## src/rtl/mips_dbg_pkg.sv

```systemverilog
// Shared definitions for the debug register-dump path: FSM state encoding
// and default sizing for the register-dump controller.
package mips_dbg_pkg;

  localparam int DBG_DATA_W       = 32;
  localparam int DBG_ADDR_W       = 5;
  localparam int DBG_HOLD_TIMEOUT = 255;

  typedef enum logic [2:0] {
    ST_IDLE   = 3'd0,
    ST_HOLD   = 3'd1,
    ST_READ   = 3'd2,
    ST_CAPT   = 3'd3,
    ST_SEND   = 3'd4,
    ST_FINISH = 3'd5
  } dump_state_t;

endpackage

```

## src/rtl/dbg_out_reg.sv

```systemverilog
// Valid/ready holding register for the dumped register stream. The word is
// held stable until accepted; flush drops it without a transfer.
module dbg_out_reg #(
  parameter int DATA_W = mips_dbg_pkg::DBG_DATA_W,
  parameter int ADDR_W = mips_dbg_pkg::DBG_ADDR_W
) (
  input  logic              clk,
  input  logic              rst,
  input  logic              load,
  input  logic              flush,
  input  logic [DATA_W-1:0] load_data,
  input  logic [ADDR_W-1:0] load_idx,
  input  logic              load_last,
  input  logic              ready,
  output logic [DATA_W-1:0] data,
  output logic [ADDR_W-1:0] idx,
  output logic              valid,
  output logic              last,
  output logic              xfer
);

  assign xfer = valid && ready;

  always_ff @(posedge clk) begin
    if (rst) begin
      valid <= 1'b0;
      last  <= 1'b0;
      data  <= '0;
      idx   <= '0;
    end else if (flush) begin
      valid <= 1'b0;
      last  <= 1'b0;
    end else if (load) begin
      valid <= 1'b1;
      last  <= load_last;
      data  <= load_data;
      idx   <= load_idx;
    end else if (xfer) begin
      // last is cleared with valid so it never lingers on an idle stream
      valid <= 1'b0;
      last  <= 1'b0;
    end
  end

endmodule

```

## src/rtl/reg_dump_ctrl.sv

```systemverilog
// Register-file dump controller: freezes the pipeline via hold_req/hold_ack,
// reads registers first_reg..last_reg through the T port and streams them out.
module reg_dump_ctrl #(
  parameter int DATA_W       = mips_dbg_pkg::DBG_DATA_W,
  parameter int ADDR_W       = mips_dbg_pkg::DBG_ADDR_W,
  parameter int HOLD_TIMEOUT = mips_dbg_pkg::DBG_HOLD_TIMEOUT
) (
  input  logic              sys_clk,
  input  logic              sys_rst,
  input  logic              dump_req,
  input  logic [ADDR_W-1:0] first_reg,
  input  logic [ADDR_W-1:0] last_reg,
  output logic              hold_req,
  input  logic              hold_ack,
  output logic [ADDR_W-1:0] rf_T_addr,
  output logic              rf_rd_en,
  input  logic [DATA_W-1:0] rf_T_data,
  output logic [DATA_W-1:0] dout_data,
  output logic [ADDR_W-1:0] dout_idx,
  output logic              dout_valid,
  input  logic              dout_ready,
  output logic              dout_last,
  output logic              busy,
  output logic              done,
  output logic              err
);
  import mips_dbg_pkg::*;

  localparam int CNT_W = (HOLD_TIMEOUT < 2) ? 1 : $clog2(HOLD_TIMEOUT + 1);

  dump_state_t       state;
  logic [ADDR_W-1:0] idx;
  logic [ADDR_W-1:0] last_idx;
  logic [CNT_W-1:0]  hold_cnt;
  logic              out_load;
  logic              out_xfer;
  logic              abort_dump;
  logic              hold_timeout;
  logic              dump_complete;

  assign abort_dump    = ((state == ST_READ) || (state == ST_CAPT) || (state == ST_SEND)) && !hold_ack;
  assign hold_timeout  = (state == ST_HOLD) && !hold_ack && (hold_cnt == CNT_W'(HOLD_TIMEOUT - 1));
  assign dump_complete = (state == ST_SEND) && hold_ack && out_xfer && (idx == last_idx);
  assign out_load      = (state == ST_CAPT) && hold_ack;

  // Every route into FINISH shares one exit path so done/err/hold_req line up with it
  always_ff @(posedge sys_clk) begin
    if (sys_rst) begin
      state     <= ST_IDLE;
      idx       <= '0;
      last_idx  <= '0;
      hold_cnt  <= '0;
      hold_req  <= 1'b0;
      rf_rd_en  <= 1'b0;
      rf_T_addr <= '0;
      busy      <= 1'b0;
      done      <= 1'b0;
      err       <= 1'b0;
    end else begin
      done <= 1'b0;
      err  <= 1'b0;
      if (abort_dump || hold_timeout || dump_complete) begin
        state    <= ST_FINISH;
        hold_req <= 1'b0;
        busy     <= 1'b0;
        rf_rd_en <= 1'b0;
        done     <= 1'b1;
        err      <= !dump_complete;
      end else begin
        case (state)
          ST_IDLE: begin
            if (dump_req) begin
              if (first_reg <= last_reg) begin
                idx      <= first_reg;
                last_idx <= last_reg;
                hold_cnt <= '0;
                hold_req <= 1'b1;
                busy     <= 1'b1;
                state    <= ST_HOLD;
              end else begin
                done <= 1'b1;
                err  <= 1'b1;
              end
            end
          end
          ST_HOLD: begin
            if (hold_ack) begin
              rf_rd_en  <= 1'b1;
              rf_T_addr <= idx;
              state     <= ST_READ;
            end else begin
              hold_cnt <= hold_cnt + 1'b1;
            end
          end
          ST_READ: begin
            rf_rd_en <= 1'b0;
            state    <= ST_CAPT;
          end
          ST_CAPT: state <= ST_SEND;
          ST_SEND: begin
            // completion at last_idx is handled above, so idx never wraps here
            if (out_xfer) begin
              idx       <= idx + 1'b1;
              rf_T_addr <= idx + 1'b1;
              rf_rd_en  <= 1'b1;
              state     <= ST_READ;
            end
          end
          ST_FINISH: state <= ST_IDLE;
          default:   state <= ST_IDLE;
        endcase
      end
    end
  end

  dbg_out_reg #(
    .DATA_W (DATA_W),
    .ADDR_W (ADDR_W)
  ) u_out_reg (
    .clk       (sys_clk),
    .rst       (sys_rst),
    .load      (out_load),
    .flush     (abort_dump),
    .load_data (rf_T_data),
    .load_idx  (idx),
    .load_last (idx == last_idx),
    .ready     (dout_ready),
    .data      (dout_data),
    .idx       (dout_idx),
    .valid     (dout_valid),
    .last      (dout_last),
    .xfer      (out_xfer)
  );

endmodule

```

## config.mk

```make
export PLATFORM = sky130hd
export DESIGN_NAME = reg_dump_ctrl
export DESIGN_NICKNAME = d
export VERILOG_FILES = /design/src/rtl/mips_dbg_pkg.sv /design/src/rtl/dbg_out_reg.sv /design/src/rtl/reg_dump_ctrl.sv
export SDC_FILE = /design/constraint.sdc
export NUM_CORES = 1
export LEC_CHECK = 0
export CAP_MARGIN = 20
export CORE_UTILIZATION = 47
export DETAILED_ROUTE_END_ITERATION = 6
export PLACE_DENSITY = 0.8
export SETUP_SLACK_MARGIN = 0.15
export SLEW_MARGIN = 20
export SYNTH_ARGS = -nofsm -noshare
export SYNTH_HDL_FRONTEND = slang
export SYNTH_SLANG_ARGS = --single-unit
export TNS_END_PERCENT = 100
```

## constraint.sdc

```tcl
create_clock -name sys_clk -period 2.9 [get_ports sys_clk]
set_input_delay 0.29 -clock sys_clk [delete_from_list [all_inputs] [get_ports sys_clk]]
set_output_delay 0.29 -clock sys_clk [all_outputs]
set_load 0.05 [all_outputs]
```

; Word level (Yosys, flattened, before mapping)
; Cells that the tools add are included.
[word_totals]
register_bits = 69
out_inout_bits = 49
[classes]
mux = 27
bitwise = 2
order_cmp = 1
add_sub_neg = 2
reduce_logical = 31
n_eq_ne = 15
[op_table]
columns = operator, n
row1 = $mux 8, 3
row2 = $mux 5, 4
row3 = $pmux 5 s2, 2
row4 = $pmux 8 s2, 1
row5 = $reduce_and 4->1, 4
row6 = $mux 3, 5
row7 = $pmux 3 s5, 1
row8 = $mux 1, 10
row9 = $ne 2x2->1 const B, 5
row10 = $reduce_and 5->1, 2
row11 = $add 8x1->8 const B, 1
row12 = $eq 8x8->1 const B, 1
row13 = $logic_and 1x1->1, 8
row14 = $reduce_bool 2->1, 4
row15 = $eq 3x2->1 const B, 2
row16 = $ne 3x2->1 const B, 2
row17 = $ne 3x3->1 const B, 2
row18 = $reduce_and 3->1, 2
row19 = $add 5x1->5 const B, 1
row20 = $eq 5x5->1, 1
row21 = $le 5x5->1, 1
row22 = $logic_or 1x1->1, 4
row23 = $reduce_or 2->1, 2
row24 = $eq 3x1->1 const B, 1
row25 = other kinds (7), 9

; Depth between registers and ports, before layout
[logic_depth]
ltp_word = 8
ltp_mapped = 9
mapped_depth_nobuf = 8

; By module
; Synthesis repeated with hierarchy kept, for this count alone.
[unflattened]
cells_unflattened = 394
hier_area_um2 = 3229.3
[by_module_without_submodules]
columns = mod, area_per_inst_um2, cells_per_inst, instances
row1 = reg_dump_ctrl, 1844.3, 223, 1
row2 = dbg_out_reg, 1385.1, 171, 1

; Worst setup path after synthesis
; OpenSTA, ideal clock, no wires.
[synth_path]
path_kind = reg-to-reg
start = reg state[2]
end = reg rf_T_addr[0]
synth_period_minus_slack_ps = 2093
setup_time_ps = 148
slack_ps = 807
n_path_buf = 3
t_arrival_ps = 1944
stages_incl_launch_ff = 9
cell_sequence = dfxtp_1 > or3b_1 > clkbuf_1 > or4_1 > buf_2 > and3_4 > buf_6 > a21oi_1 > a311oi_1
[synth_via]
elab_chain_cells = 8
[synth_lines]
columns = element, line
row1 = from (decl), reg_dump_ctrl.sv:31  ; dump_state_t state;
row2 = from (signal assigned), reg_dump_ctrl.sv:49  ; state <= ST_IDLE;
row3 = from (signal assigned), reg_dump_ctrl.sv:63  ; state <= ST_FINISH;
row4 = from (signal assigned), reg_dump_ctrl.sv:79  ; state <= ST_HOLD;
row5 = $eq 3x2->1, reg_dump_ctrl.sv:41  ; assign abort_dump = ((state == ST_READ) || (state == ST_CAPT) || (state == ST_SEND)) && !hold_ack;
row6 = $logic_or 1x1->1 (2 in a row), reg_dump_ctrl.sv:41
row7 = $logic_and 1x1->1, reg_dump_ctrl.sv:41
row8 = $logic_or 1x1->1 (2 in a row), reg_dump_ctrl.sv:62  ; if (abort_dump || hold_timeout || dump_complete) begin
row9 = $not 1->1 (no source line), -
row10 = $reduce_and 4->1 (no source line), -
row11 = to (signal assigned), reg_dump_ctrl.sv:89  ; rf_T_addr <= idx;
row12 = to (signal assigned), reg_dump_ctrl.sv:104  ; rf_T_addr <= idx + 1'b1;
row13 = to (decl), reg_dump_ctrl.sv:15  ; output logic [ADDR_W-1:0] rf_T_addr,
; Several ways; a longest one is shown, not always the timed one.
; A chain may end at the register's enable or synchronous reset.

; Worst setup path after layout
[layout_path]
start = reg state[2]
end = reg idx[0]
[layout_via]
elab_chain_cells = 8
[layout_lines]
columns = element, line
row1 = $eq 3x2->1, reg_dump_ctrl.sv:41
row2 = $logic_or 1x1->1 (2 in a row), reg_dump_ctrl.sv:41
row3 = $logic_and 1x1->1, reg_dump_ctrl.sv:41
row4 = $logic_or 1x1->1 (2 in a row), reg_dump_ctrl.sv:62
row5 = $not 1->1 (no source line), -
row6 = $reduce_and 5->1 (no source line), -
row7 = to (signal assigned), reg_dump_ctrl.sv:74  ; idx <= first_reg;
row8 = to (signal assigned), reg_dump_ctrl.sv:103  ; idx <= idx + 1'b1;
row9 = to (decl), reg_dump_ctrl.sv:32  ; logic [ADDR_W-1:0] idx;
; Several ways; a longest one is shown, not always the timed one.

==> out/qor.yml <==
grt_max_degree: 37
largest_register_ffs: 32
die-area_mm2: 0.006928
multi_input_area_mm2: 0.001575
num-fill-cells: 522
root_buffer: "clkbuf_8"
setup_violations: 0
clkPwrFrac_pct: 31.6
drive_gt1_share_pct: 7.054
drc_errors: 0
syn_area_mm2: 0.003102
final.period_utilization_pct: 85.74
gp_congestion: 0.8268
status: "finished clean"
crit_type: "reg2reg"
core_area_mm2: 0.006350
tritoncts: "yes"
synth_fp_nets: 444
h-tree-depth: 3
yosysWarningCount: 0
synth_top_area_share_pct: 44.53
first_pass_iters: 4
largestRegisters: "u_out_reg.data (32), hold_cnt (8)"
syn_avg_cell_area_um2: 7.974
dominantRegCellSynth: "dfxtp_1"
synth_common_cells: "nand2_1 (87), dfxtp_1 (69), a21oi_1 (61), nor2_1 (29), clkbuf_1 (21)"
arrival_ns: 2.75
pwr_density_cell_mw_per_mm2: 534.2
synth_cell_types: 48
drv_cap: 0
fp-row-count: 29
rrSetupSlack_ns: 0.41
grt_pass1_wl_um: 13180
yosysMostFrequentCell: "nand2_1"
syn_inst: 389
worst_pin_slew_ns: 0.7565
ios: 96
cp_max_fo: 15
rr_worst_depth: 5
antenna_cells: 0
yosys.area.top_type: "dfxtp_1"
layout.nets: 532
io_buffers: 95
wl_per_cell_um: 13.81
worstReg2RegEnd: "idx[0]$_SDFFE_PP0P_"
drt_iter0_markers: 108
grt_pass1_vias: 2806
synth.area.top_cells: "dfxtp_1 (45%), nand2_1 (11%), a21oi_1 (9.8%)"
peakVddDrop_mv: 0.3470
top_register: "u_out_reg.data"
maxSlewViolCount: 0
slew_headroom_pct: 49.46
antenna_found_initial: 0
crit_start: "state[2]$_SDFFE_PP0P_"
vias: 2948
netSwitchingPower_mw: 0.7109
max_freq_mhz: 402.2
startpoint_type: "flop"
die_w_um: 83.24
rr_startpoint: "state[2]$_SDFFE_PP0P_"
hold_class: "in2reg"
syn_to_final_growth_pct: 38.08
skew_ns: 0.01019
initial_core_util_pct: 48.85
ctsHoldBuffers: 0
clkSinkCount: 69
hpwlAfterDp_um: 5477
dp.cells: 543
synthArstFlopShare_pct: 0
ant_nets: 0
grt_setup_unrepaired: "false"
internal_power_mw: 1.577
crit_path_end_kind: "flop"
p_leak_nw: 1.515
endpoint: "idx[0]$_SDFFE_PP0P_"
cts_made_buffers: 9
synth_edf_count: 0
path_clk_slew_ns: 0.08
worstPathRequired_ns: 3.16
hold_path_depth: 2
setup_tns_ns: 0
final_cells: 559
period_needed_ns: 2.486
vias_per_cell: 5.274
ys_ff_latch: 69
clkLatencyLatePin_ns: 0.34
seqPwrFrac_pct: 45.8
p_sw_share_pct: 31.07
post_cts_buffers: 0
grt-ovfl-total: 0
p_comb_share_pct: 22.6
die_height_um: 83.24
seq_area_frac_synth_pct: 44.53
max-clock-path-buffers: 2
cts_resized: 0
wirelength_um: 7717
finalHoldViolCount: 0
layout.area.seq_mm2: 0.001381
grt_usage_pct: 23.48
-- power by group through the flow --
stage	logic [mW]	clock network, mW	registers (mW)
after global placement	0.505	0	1.07
final	0.516	0.723	1.05
after global routing	0.556	0.788	1.06
after floorplan	0.273	0	1.13
after CTS	0.516	0.740	1.05
after detailed placement	0.511	0	1.07
-- layout make-up --
cell class / instances / area share (%)
clock inverters: 5 / 0.8180
repair buffers: 104 / 23.66
flip-flops and latches: 69 / 32.25
multi-input cells: 285 / 36.78
inverters: 8 / 0.7011
well taps: 77 / 2.249
clock buffers: 11 / 3.535
-- metrics by stage --
step	setup WS [ns]	power (mW)	hold slack (ns)	util, %	instance area (um2)
floorplan	0.8073	1.405	0.4260	-	3102
global placement	0.3761	1.573	0.4414	64.51	4096
detailed placement	0.3271	1.580	0.4458	64.51	4096
CTS	0.4406	2.304	0.4572	67.45	4283
global route	0.2755	2.401	0.4747	67.45	4283
finish	0.4135	2.288	0.4522	67.45	4283
-- layer usage --
layer	GRT usage (%)	vias to the layer above	routed length (um)
li1	-	1505	-
met1	28.75	1345	3443
met2	39.87	83	3722
met3	4.970	15	381
met4	9.875	0	170
met5	0	-	0
-- logic make-up after synthesis --
| logic type | Yosys count | share of synthesized area (%) |
|---|---|---|
| flops | 69 | 44.53 |
| mux | 6 | 1.936 |
| compound gates | 95 | 18.52 |
| xor+xnor | 7 | 1.977 |
| buf+inv | 35 | 4.680 |
| fa+ha+maj | 8 | 3.227 |
| simple gates | 169 | 25.13 |
-- cell usage in the layout, fill, tap and decap left out, types with 6 or more instances in the layout --
cell | synthesis | routed
dfxtp_1 | 69 | 69
mux2i_1 | 6 | 6
nor3_1 | 10 | 10
clkbuf_8 | 0 | 11
nand2_1 | 87 | 87
a21oi_1 | 61 | 61
inv_1 | 8 | 8
nand3_1 | 10 | 10
xnor2_1 | 6 | 6
ha_1 | 8 | 8
o21ai_0 | 6 | 6
nand2b_1 | 9 | 9
nor2_1 | 29 | 29
buf_4 | 1 | 9
clkdlybuf4s50_1 | 0 | 94
-- worst min path at each step --
stage | slack [ns] | to | start
floorplan | 0.43 | u_out_reg.data[0]$_SDFFE_PP0P_ | rf_T_data[0]
global placement | 0.44 | u_out_reg.data[4]$_SDFFE_PP0P_ | u_out_reg.data[4]$_SDFFE_PP0P_
detailed placement | 0.45 | u_out_reg.data[16]$_SDFFE_PP0P_ | u_out_reg.data[16]$_SDFFE_PP0P_
CTS | 0.46 | u_out_reg.data[16]$_SDFFE_PP0P_ | u_out_reg.data[16]$_SDFFE_PP0P_
global route | 0.47 | u_out_reg.data[21]$_SDFFE_PP0P_ | u_out_reg.data[21]$_SDFFE_PP0P_
finish | 0.45 | state[2]$_SDFFE_PP0P_ | sys_rst
-- worst max-delay path, cell delays in order (launching register included) --
cell	delay (ns)
dfxtp_1	0.62
or3b_1	0.46
or4_1	0.70
nand4_2	0.29
o21ai_0	0.16
a21oi_1	0.17
Note: power is estimated with default switching activity, not from simulation.
